$ cat src/rtl/ahb_arbiter.sv
// AHB bus arbiter: round-robin grant with fixed-length burst protection and locked transfers.
// All state advances only on hready=1 edges; reset parks the bus on master 0.
module ahb_arbiter #(
  parameter int N_MSTR = 4,
  parameter int MW     = 2
) (
  input  logic              hclk,
  input  logic              hreset_n,
  input  logic [N_MSTR-1:0] hbusreq,
  input  logic [N_MSTR-1:0] hlock,
  input  logic [1:0]        htrans,
  input  logic [2:0]        hburst,
  input  logic              hready,
  output logic [N_MSTR-1:0] hgrant,
  output logic [MW-1:0]     hmaster,
  output logic [MW-1:0]     hmaster_d,
  output logic              hmastlock
);

  typedef enum logic [1:0] {
    ST_ARB   = 2'd0,
    ST_BURST = 2'd1,
    ST_LOCK  = 2'd2
  } state_e;

  typedef enum logic [1:0] {
    TR_IDLE   = 2'd0,
    TR_BUSY   = 2'd1,
    TR_NONSEQ = 2'd2,
    TR_SEQ    = 2'd3
  } trans_e;

  state_e              state_q, state_d;
  logic [3:0]          cnt_q, cnt_d;
  logic [N_MSTR-1:0]   grant_q, grant_d;
  logic [MW-1:0]       master_q, master_d;
  logic [MW-1:0]       master_dp_q;
  logic                mastlock_q;

  logic [MW-1:0]       rr_idx;
  logic                rr_found;
  logic [3:0]          burst_len_m1;
  logic                burst_start;
  logic                owner_locked;
  logic                do_arb;
  trans_e              trans;

  assign trans        = trans_e'(htrans);
  assign burst_start  = (trans == TR_NONSEQ) && (hburst[2:1] != 2'b00);
  assign owner_locked = hlock[master_q] && hbusreq[master_q];

  always_comb begin
    case (hburst[2:1])
      2'b01:   burst_len_m1 = 4'd3;
      2'b10:   burst_len_m1 = 4'd7;
      2'b11:   burst_len_m1 = 4'd15;
      default: burst_len_m1 = 4'd0;
    endcase
  end

  // Round-robin search begins just after the current owner and wraps back to it last.
  always_comb begin
    rr_idx   = '0;
    rr_found = 1'b0;
    for (int k = 1; k <= N_MSTR; k++) begin
      logic [MW-1:0] cand;
      cand = MW'((int'(master_q) + k) % N_MSTR);
      if (!rr_found && hbusreq[cand]) begin
        rr_found = 1'b1;
        rr_idx   = cand;
      end
    end
  end

  // Next state assumes the transfer is accepted; the register bank only loads when hready=1.
  // NOTE: every variable driven here gets a default first, so no path can infer a latch.
  always_comb begin
    state_d  = state_q;
    cnt_d    = cnt_q;
    master_d = master_q;
    do_arb   = 1'b0;

    case (state_q)
      ST_ARB: begin
        if (burst_start && !owner_locked) begin
          state_d = ST_BURST;
          cnt_d   = burst_len_m1;
        end else begin
          do_arb = 1'b1;
        end
      end

      ST_BURST: begin
        case (trans)
          TR_SEQ: begin
            if (cnt_q <= 4'd1) begin
              do_arb = 1'b1;
            end else begin
              cnt_d = cnt_q - 4'd1;
            end
          end
          TR_BUSY: ;
          default: do_arb = 1'b1;
        endcase
      end

      ST_LOCK: begin
        if (!hlock[master_q] && (trans == TR_IDLE || trans == TR_NONSEQ)) begin
          do_arb = 1'b1;
        end else begin
          case (trans)
            TR_NONSEQ: cnt_d = burst_start ? burst_len_m1 : 4'd0;
            TR_SEQ:    cnt_d = (cnt_q != 4'd0) ? cnt_q - 4'd1 : 4'd0;
            TR_IDLE:   cnt_d = 4'd0;
            default:   ;
          endcase
        end
      end

      default: begin
        state_d = ST_ARB;
        cnt_d   = 4'd0;
      end
    endcase

    // A locked owner that still requests keeps the bus; a burst it starts is tracked under LOCK.
    if (do_arb) begin
      if (owner_locked) begin
        state_d  = ST_LOCK;
        master_d = master_q;
        cnt_d    = burst_start ? burst_len_m1 : 4'd0;
      end else begin
        state_d  = ST_ARB;
        master_d = rr_idx;
        cnt_d    = 4'd0;
      end
    end
  end

  always_comb begin
    grant_d           = '0;
    grant_d[master_d] = 1'b1;
  end

  // NOTE: sequential state uses non-blocking assignments so every register samples pre-edge values.
  always_ff @(posedge hclk or negedge hreset_n) begin
    if (!hreset_n) begin
      state_q     <= ST_ARB;
      cnt_q       <= 4'd0;
      grant_q     <= N_MSTR'(1);
      master_q    <= '0;
      master_dp_q <= '0;
      mastlock_q  <= 1'b0;
    end else if (hready) begin
      state_q     <= state_d;
      cnt_q       <= cnt_d;
      grant_q     <= grant_d;
      master_q    <= master_d;
      master_dp_q <= master_q;
      mastlock_q  <= hlock[master_d];
    end
  end

  assign hgrant    = grant_q;
  assign hmaster   = master_q;
  assign hmaster_d = master_dp_q;
  assign hmastlock = mastlock_q;

endmodule

$ cat config.mk
export PLATFORM = sky130hd
export DESIGN_NAME = ahb_arbiter
export DESIGN_NICKNAME = d
export VERILOG_FILES = /design/src/rtl/ahb_arbiter.sv
export SDC_FILE = /design/constraint.sdc
export NUM_CORES = 1
export LEC_CHECK = 0
export CAP_MARGIN = 20
export CORE_MARGIN = 5
export CORE_UTILIZATION = 46
export CTS_BUF_LIST = sky130_fd_sc_hd__clkbuf_8 sky130_fd_sc_hd__clkbuf_16
export DETAILED_ROUTE_END_ITERATION = 10
export MAX_ROUTING_LAYER = met4
export PLACE_DENSITY = 0.75
export SKIP_CTS_REPAIR_TIMING = 1
export SLEW_MARGIN = 20
export SYNTH_ARGS = -nofsm -noshare
export SYNTH_HDL_FRONTEND = slang
export SYNTH_SLANG_ARGS = --single-unit
$ cat constraint.sdc
create_clock -name hclk -period 2.25 [get_ports hclk]
set_input_delay 0.45 -clock hclk [delete_from_list [all_inputs] [get_ports hclk]]
set_output_delay 0.45 -clock hclk [all_outputs]
set_load 0.005 [all_outputs]
==> results_dict.tcl, run 1 <==
set metrics [dict create \
    cts-root-buf "clkbuf_8" \
    r2r_slack_ns -0.23 \
    syn_inst 147 \
    synth_area_um2 1280 \
    crit_arrival_ns 2.65 \
    cts_buffer_depth 2 \
    initial_utilization_pct 47.1 \
    rr_worst_depth 8 \
    hold_slack_ns 0.465 \
    p_switching_w 0.000971 \
    final_common_cell "buf_4" \
    cts.clk_slew.worst_paths_ns 0.06 \
    finalWorstSetupSlack_ns -0.235 \
    cp_cell_sequence "buf_6, mux4_2, and2_4, or2_4, or3_4, o21a_4, o211a_1, o31ai_2" \
    antenna_cells 0 \
    r2r-end "hmastlock" \
    layout_common_cells "buf_4, inv_1, dfrtp_1" \
    grtUsageTotal_pct 18.7 \
    clock_skew_ns 0.00447 \
    ys_seq_area_share_pct 29.5 \
    crit_family "simple AND/OR/NAND/NOR gates" \
    endpoint_kind "register" \
    clock_latency_ns 0.25 \
    startpoint "hmaster[0]" \
    start_kind "register" \
    vdd_drop_max_mv 1.03 \
    grt_max_degree 16 \
    grt-ovfl-total 0 \
    viasPerCell 5.73 \
    total_power_w 0.00243 \
    fin_crit_sh_pct 110 \
    num_rows 19 \
    fin_util_pct 75.0 \
    drv_slew 0 \
    tightest_slew_ns 0.663 \
    htreeDepth 1 \
    critPathKind "reg -> reg" \
    die_h_um 62.7 \
    detail-route-antenna-nets 0 \
    grt_pass1_wl_um 5800 \
    grt_pass1_vias 1317 \
    nFillCells 192 \
    cts_tree "yes" \
    r2r_start "hmaster[0]" \
    fp.coreArea_um2 2710 \
    setup_viol 8 \
    synthesis.nets 174 \
    wirelength_um 3850 \
    clock_power_share_pct 8.9 \
    min_path_type "reg -> reg" \
    cap_violations 0 \
    violations "setup timing" \
    pwr-share-comb_pct 72.2 \
    leakagePower_nw 1.03 \
    cts.sinks 15 \
    async_flop_share_pct 100 \
    yosysUniqueCellTypes 49 \
    drt_first_pass_iters 4 \
    die-width_um 62.7 \
    swShare_pct 40.0 \
    synth_edf_count 0 \
    antenna_found_initial 0 \
    max_freq_mhz 402 \
    fin_nets 240 \
    p_int_w 0.00146 \
    drt_drc_violations_left 0 \
    cp.depth 8 \
    area_growth_pct 59.2 \
    power.share.sequential_pct 18.9 \
    cp.buffers_inverters 1 \
    crit_required_ns 2.42 \
    vias 1392 \
    powerDensity_nw_per_um2 1190 \
    synth-seq-cells 15 \
    period_needed_ns 2.48 \
    post_drt_wl_per_cell_um 15.9 \
    dp_hpwl_um 2760 \
    drtIter0Drc 99 \
    crit_end "hmastlock" \
    cts_made_buffers 3 \
    placed_area_um2 1870 \
    portBuffers 23 \
    ys.flop_type "dfrtp_1" \
    status "finished with violations" \
    final_cells 243 \
    finalHoldViolCount 0 \
    synth_area_per_cell_um2 8.69 \
    crit_slowest_cell "mux4_2" \
    relSlewSlack_pct 55.7 \
    stdcell_area_um2 2030 \
    placedCellCount 237 \
    cp_slowest_stage_delay_ns 0.49 \
    drive_gt1_share_pct 35.4 \
    die_area_um2 3930 \
    yosys_warnings 0 \
    place_congestion 0.780 \
    rsz0062_at_grt "yes" \
    critical_path.max_fanout 4 \
    ios 25 \
]
flip-flops by register name, summed over array words and instances, names as in the netlist:
| name | flops |
|---|---|
| hmaster_d | 2 |
| hmastlock | 1 |
| state_q | 2 |
| hmaster | 2 |
| cnt_q | 4 |
| hgrant | 4 |
final cells by class:
cell class	instances	area (um2)	area share (%)
multi-input combinational	113	942	46.3
timing repair buffer	64	571	28.1
sequential	15	377	18.5
inverter	16	60.1	2.95
clock buffer	3	41.3	2.03
tap	31	38.8	1.91
clock inverter	1	3.75	0.185
metrics by stage:
step                setup slack (ns)  setup TNS, ns
global route                  -0.321          -2.11
floorplan                    -0.0577        -0.0577
CTS                           -0.345          -2.99
finish                        -0.235         -0.912
global placement              -0.529          -5.56
detailed placement            -0.611          -6.30
power by group through the flow:
| stage | logic [W] | clock network (W) | registers [W] |
|---|---|---|---|
| finish | 0.00175 | 0.000215 | 0.000460 |
| global route | 0.00189 | 0.000235 | 0.000475 |
| CTS | 0.00156 | 0.000216 | 0.000453 |
| detailed placement | 0.00154 | 0 | 0.000456 |
| global placement | 0.00149 | 0 | 0.000449 |
| floorplan | 0.000856 | 0 | 0.000462 |
how the worst min path moves through the flow:
stage	from	to	cells past startpoint
floorplan	hreset_n	cnt_q[0]	0
global placement	hgrant[0]	hgrant[0]	2
detailed placement	hgrant[0]	hgrant[0]	2
CTS	hgrant[0]	hgrant[0]	2
global route	hgrant[0]	hgrant[0]	2
finish	hgrant[0]	hgrant[0]	2
kinds of logic (layout without fill, tap and decap cells):
family                     Yosys count  after routing  share of synthesized area, %
adders and majority gates           11             11                          10.8
buffers and inverters               19             84                          6.17
AOI/OAI and AO/OA                   47             47                          24.8
xor gates and xnor gates             2              2                          1.37
and+or+nand+nor                     43             43                          16.9
DFF                                 15             15                          29.5
muxes                               10             10                          10.5
synth_stat cells (all sizes together) (2+ instances only):
cell type   n  area [um2]
inv        16        60.1
dfrtp      14         350
a21oi      13        65.1
nor2       13        48.8
o21ai      13        65.1
ha         11         138
nand2      10        37.5
mux2        4        45.0
mux2i       4        40.0
nor3        4        20.0
nand2b      3        18.8
nand3       3        15.0
a22o        2        17.5
clkbuf      2        7.51
mux4        2        48.8
o211a       2        20.0
o21a        2        17.5
o31ai       2        20.0
or2         2        12.5
xnor2       2        17.5
tightest hold or removal path: cells and delay by family (launching register included):
kind | cells | cell delay, ns
compound gates | 1 | 0.05
flops | 1 | 0.36
buf+inv | 1 | 0.05
layer usage:
layer	vias up	routed length, um	GRT usage [%]
met2	44	1890	28.8
li1	661	-	-
met1	667	1650	22.6
met3	20	172	4.68
met4	0	137	9.28
met5	-	0	-
No activity file was read; power rests on OpenSTA's default activity.
==> inputs of run 2 (changes only) <==
- CTS_CLUSTER_SIZE: default -> 30
- SKIP_CTS_REPAIR_TIMING: 1 -> default
==> run 2 against run 1 <==
Net effect: the flow still finishes with violations (setup timing); setup slack improved by 0.068 ns; routed wire length rose by 5.3%; maximum frequency rose by 2.8%; first-iteration DRC count rose by 6.1%; via count rose by 1.3%; register-to-register slack improved by 0.10 ns; combinational power rose by 9%; largest cell class unchanged; highest routed layer unchanged.
==> results_dict.tcl, run 2 (same netlist as run 1, synthesis figures left out) <==
set metrics [dict create \
    min_to "hgrant[0]" \
    critical_path.max_fanout 4 \
    powerDensity_nw_per_um2 1230 \
    finalWorstSetupSlack_ns -0.166 \
    rr_worst_depth 7 \
    clock_latency_ns 0.25 \
    tightest_slew_ns 0.654 \
    r2r_slack_ns -0.13 \
    multi_input_area_um2 993 \
    final_cells 248 \
    antenna_cells 0 \
    place_congestion 0.780 \
    cts.sinks 15 \
    initial_utilization_pct 47.1 \
    r2r_start "hmaster[0]" \
    drt_first_pass_iters 4 \
    relSlewSlack_pct 56.3 \
    portBuffers 23 \
    clock_skew_ns 0.00342 \
    grt_max_degree 16 \
    fin_crit_sh_pct 107 \
    preCtsSetupSlack_ns -0.611 \
    violations "setup timing" \
    grt-ovfl-total 0 \
    cts_buffer_depth 2 \
    num_rows 19 \
    die_area_um2 3930 \
    cap_violations 0 \
    min_from "hgrant[0]" \
    endpoint_kind "register" \
    drive_gt1_share_pct 41.5 \
    post_drt_wl_per_cell_um 16.4 \
    vdd_drop_max_mv 1.03 \
    rsz0062_at_grt "yes" \
    ios 25 \
    cts.clk_slew.worst_paths_ns 0.06 \
    max_freq_mhz 414 \
    cts_tree "yes" \
    crit_required_ns 2.41 \
    period_needed_ns 2.42 \
    nFillCells 187 \
    antenna_found_initial 0 \
    status "finished with violations" \
    final_common_cell "buf_4" \
    r2r-end "hmastlock" \
    dp_hpwl_um 2760 \
    htreeDepth 1 \
    fp.coreArea_um2 2710 \
    critPathKind "in -> reg" \
    layout_common_cells "buf_4, dfrtp_1, inv_1, clkdlybuf4s50_1" \
    viasPerCell 5.69 \
    leakagePower_nw 0.997 \
    grt_pass1_wl_um 6380 \
    die_h_um 62.7 \
    drt_drc_violations_left 0 \
    postCtsHoldBufs 0 \
    grt_pass1_vias 1385 \
    drtIter0Drc 105 \
    start_kind "primary input" \
    crit_arrival_ns 2.58 \
    cts_made_buffers 3 \
    fin_nets 245 \
    wirelength_um 4060 \
    min_delay_path_depth 2 \
    area_growth_pct 64.1 \
    hold_slack_ns 0.465 \
    cts-root-buf "clkbuf_8" \
    vias 1410 \
    total_power_w 0.00258 \
    regArea_um2 377 \
    detail-route-antenna-nets 0 \
    placedCellCount 237 \
    min_path_type "reg -> reg" \
    setup_viol 12 \
    grtUsageTotal_pct 20.7 \
    drv_slew 0 \
    die-width_um 62.7 \
    finalHoldViolCount 0 \
]
## run 2: changes by cell type in the layout (fill, tap and decap cells not counted), sizes merged
| cell | change |
|---|---|
| buf | +5 |
| dlymetal6s2s | -8 |
| dlygate4sd2 | +8 |
## run 2: final cells by class
type                       count  share of cell area, %
timing repair buffer          69                   27.8
sequential                    15                   18.0
multi-input combinational    113                   47.4
tap                           31                   1.85
clock buffer                   3                   1.97
inverter                      16                   2.87
clock inverter                 1                  0.179
## run 2: repair_timing
item,CTS,global route
pin swaps,8,10
endpoints found under the setup margin,13,13
resized for setup,21,26
setup buffers,4,4
## run 2: report_power, final
part / switching [W] / internal (W)
logic: 0.000866 / 0.00104
registers: 0.0000825 / 0.000380
clock network: 0.0000907 / 0.000121
## run 2: through the flow
| stage | util [%] | instance area, um2 | setup TNS, ns |
|---|---|---|---|
| floorplan | - | 1330 | -0.0577 |
| global placement | 69.0 | 1870 | -5.56 |
| detailed placement | 69.0 | 1870 | -6.30 |
| CTS | 72.3 | 1960 | -1.18 |
| global route | 77.3 | 2100 | -2.07 |
| finish | 77.3 | 2100 | -1.08 |
## run 2: how the worst max path moves through the flow
stage,slack (ns),cells past startpoint,from,to
after floorplan,-0.06,8,hmaster[0],hmastlock
after global placement,-0.53,8,hlock[1],hmastlock
after detailed placement,-0.61,8,hlock[2],hmastlock
after CTS,-0.17,8,hmaster[0],hmastlock
after global routing,-0.22,8,hmaster[0],hmastlock
final,-0.17,8,hlock[2],hmastlock
## run 2: routing by layer
metal	GRT usage [%]	vias up	share of wire (%)
li1	-	674	-
met1	24.4	679	43
met2	33.2	40	49
met3	3.60	17	3.1
met4	11.7	0	4.9
met5	-	-	0
## run 2: critical path, stage by stage
cell and delay (ns):
dlygate4sd2_1 0.26, mux4_2 0.52, and2_4 0.19, or2_4 0.25, or3_4 0.40, o21a_4 0.13, o211a_1 0.21, o31ai_2 0.16
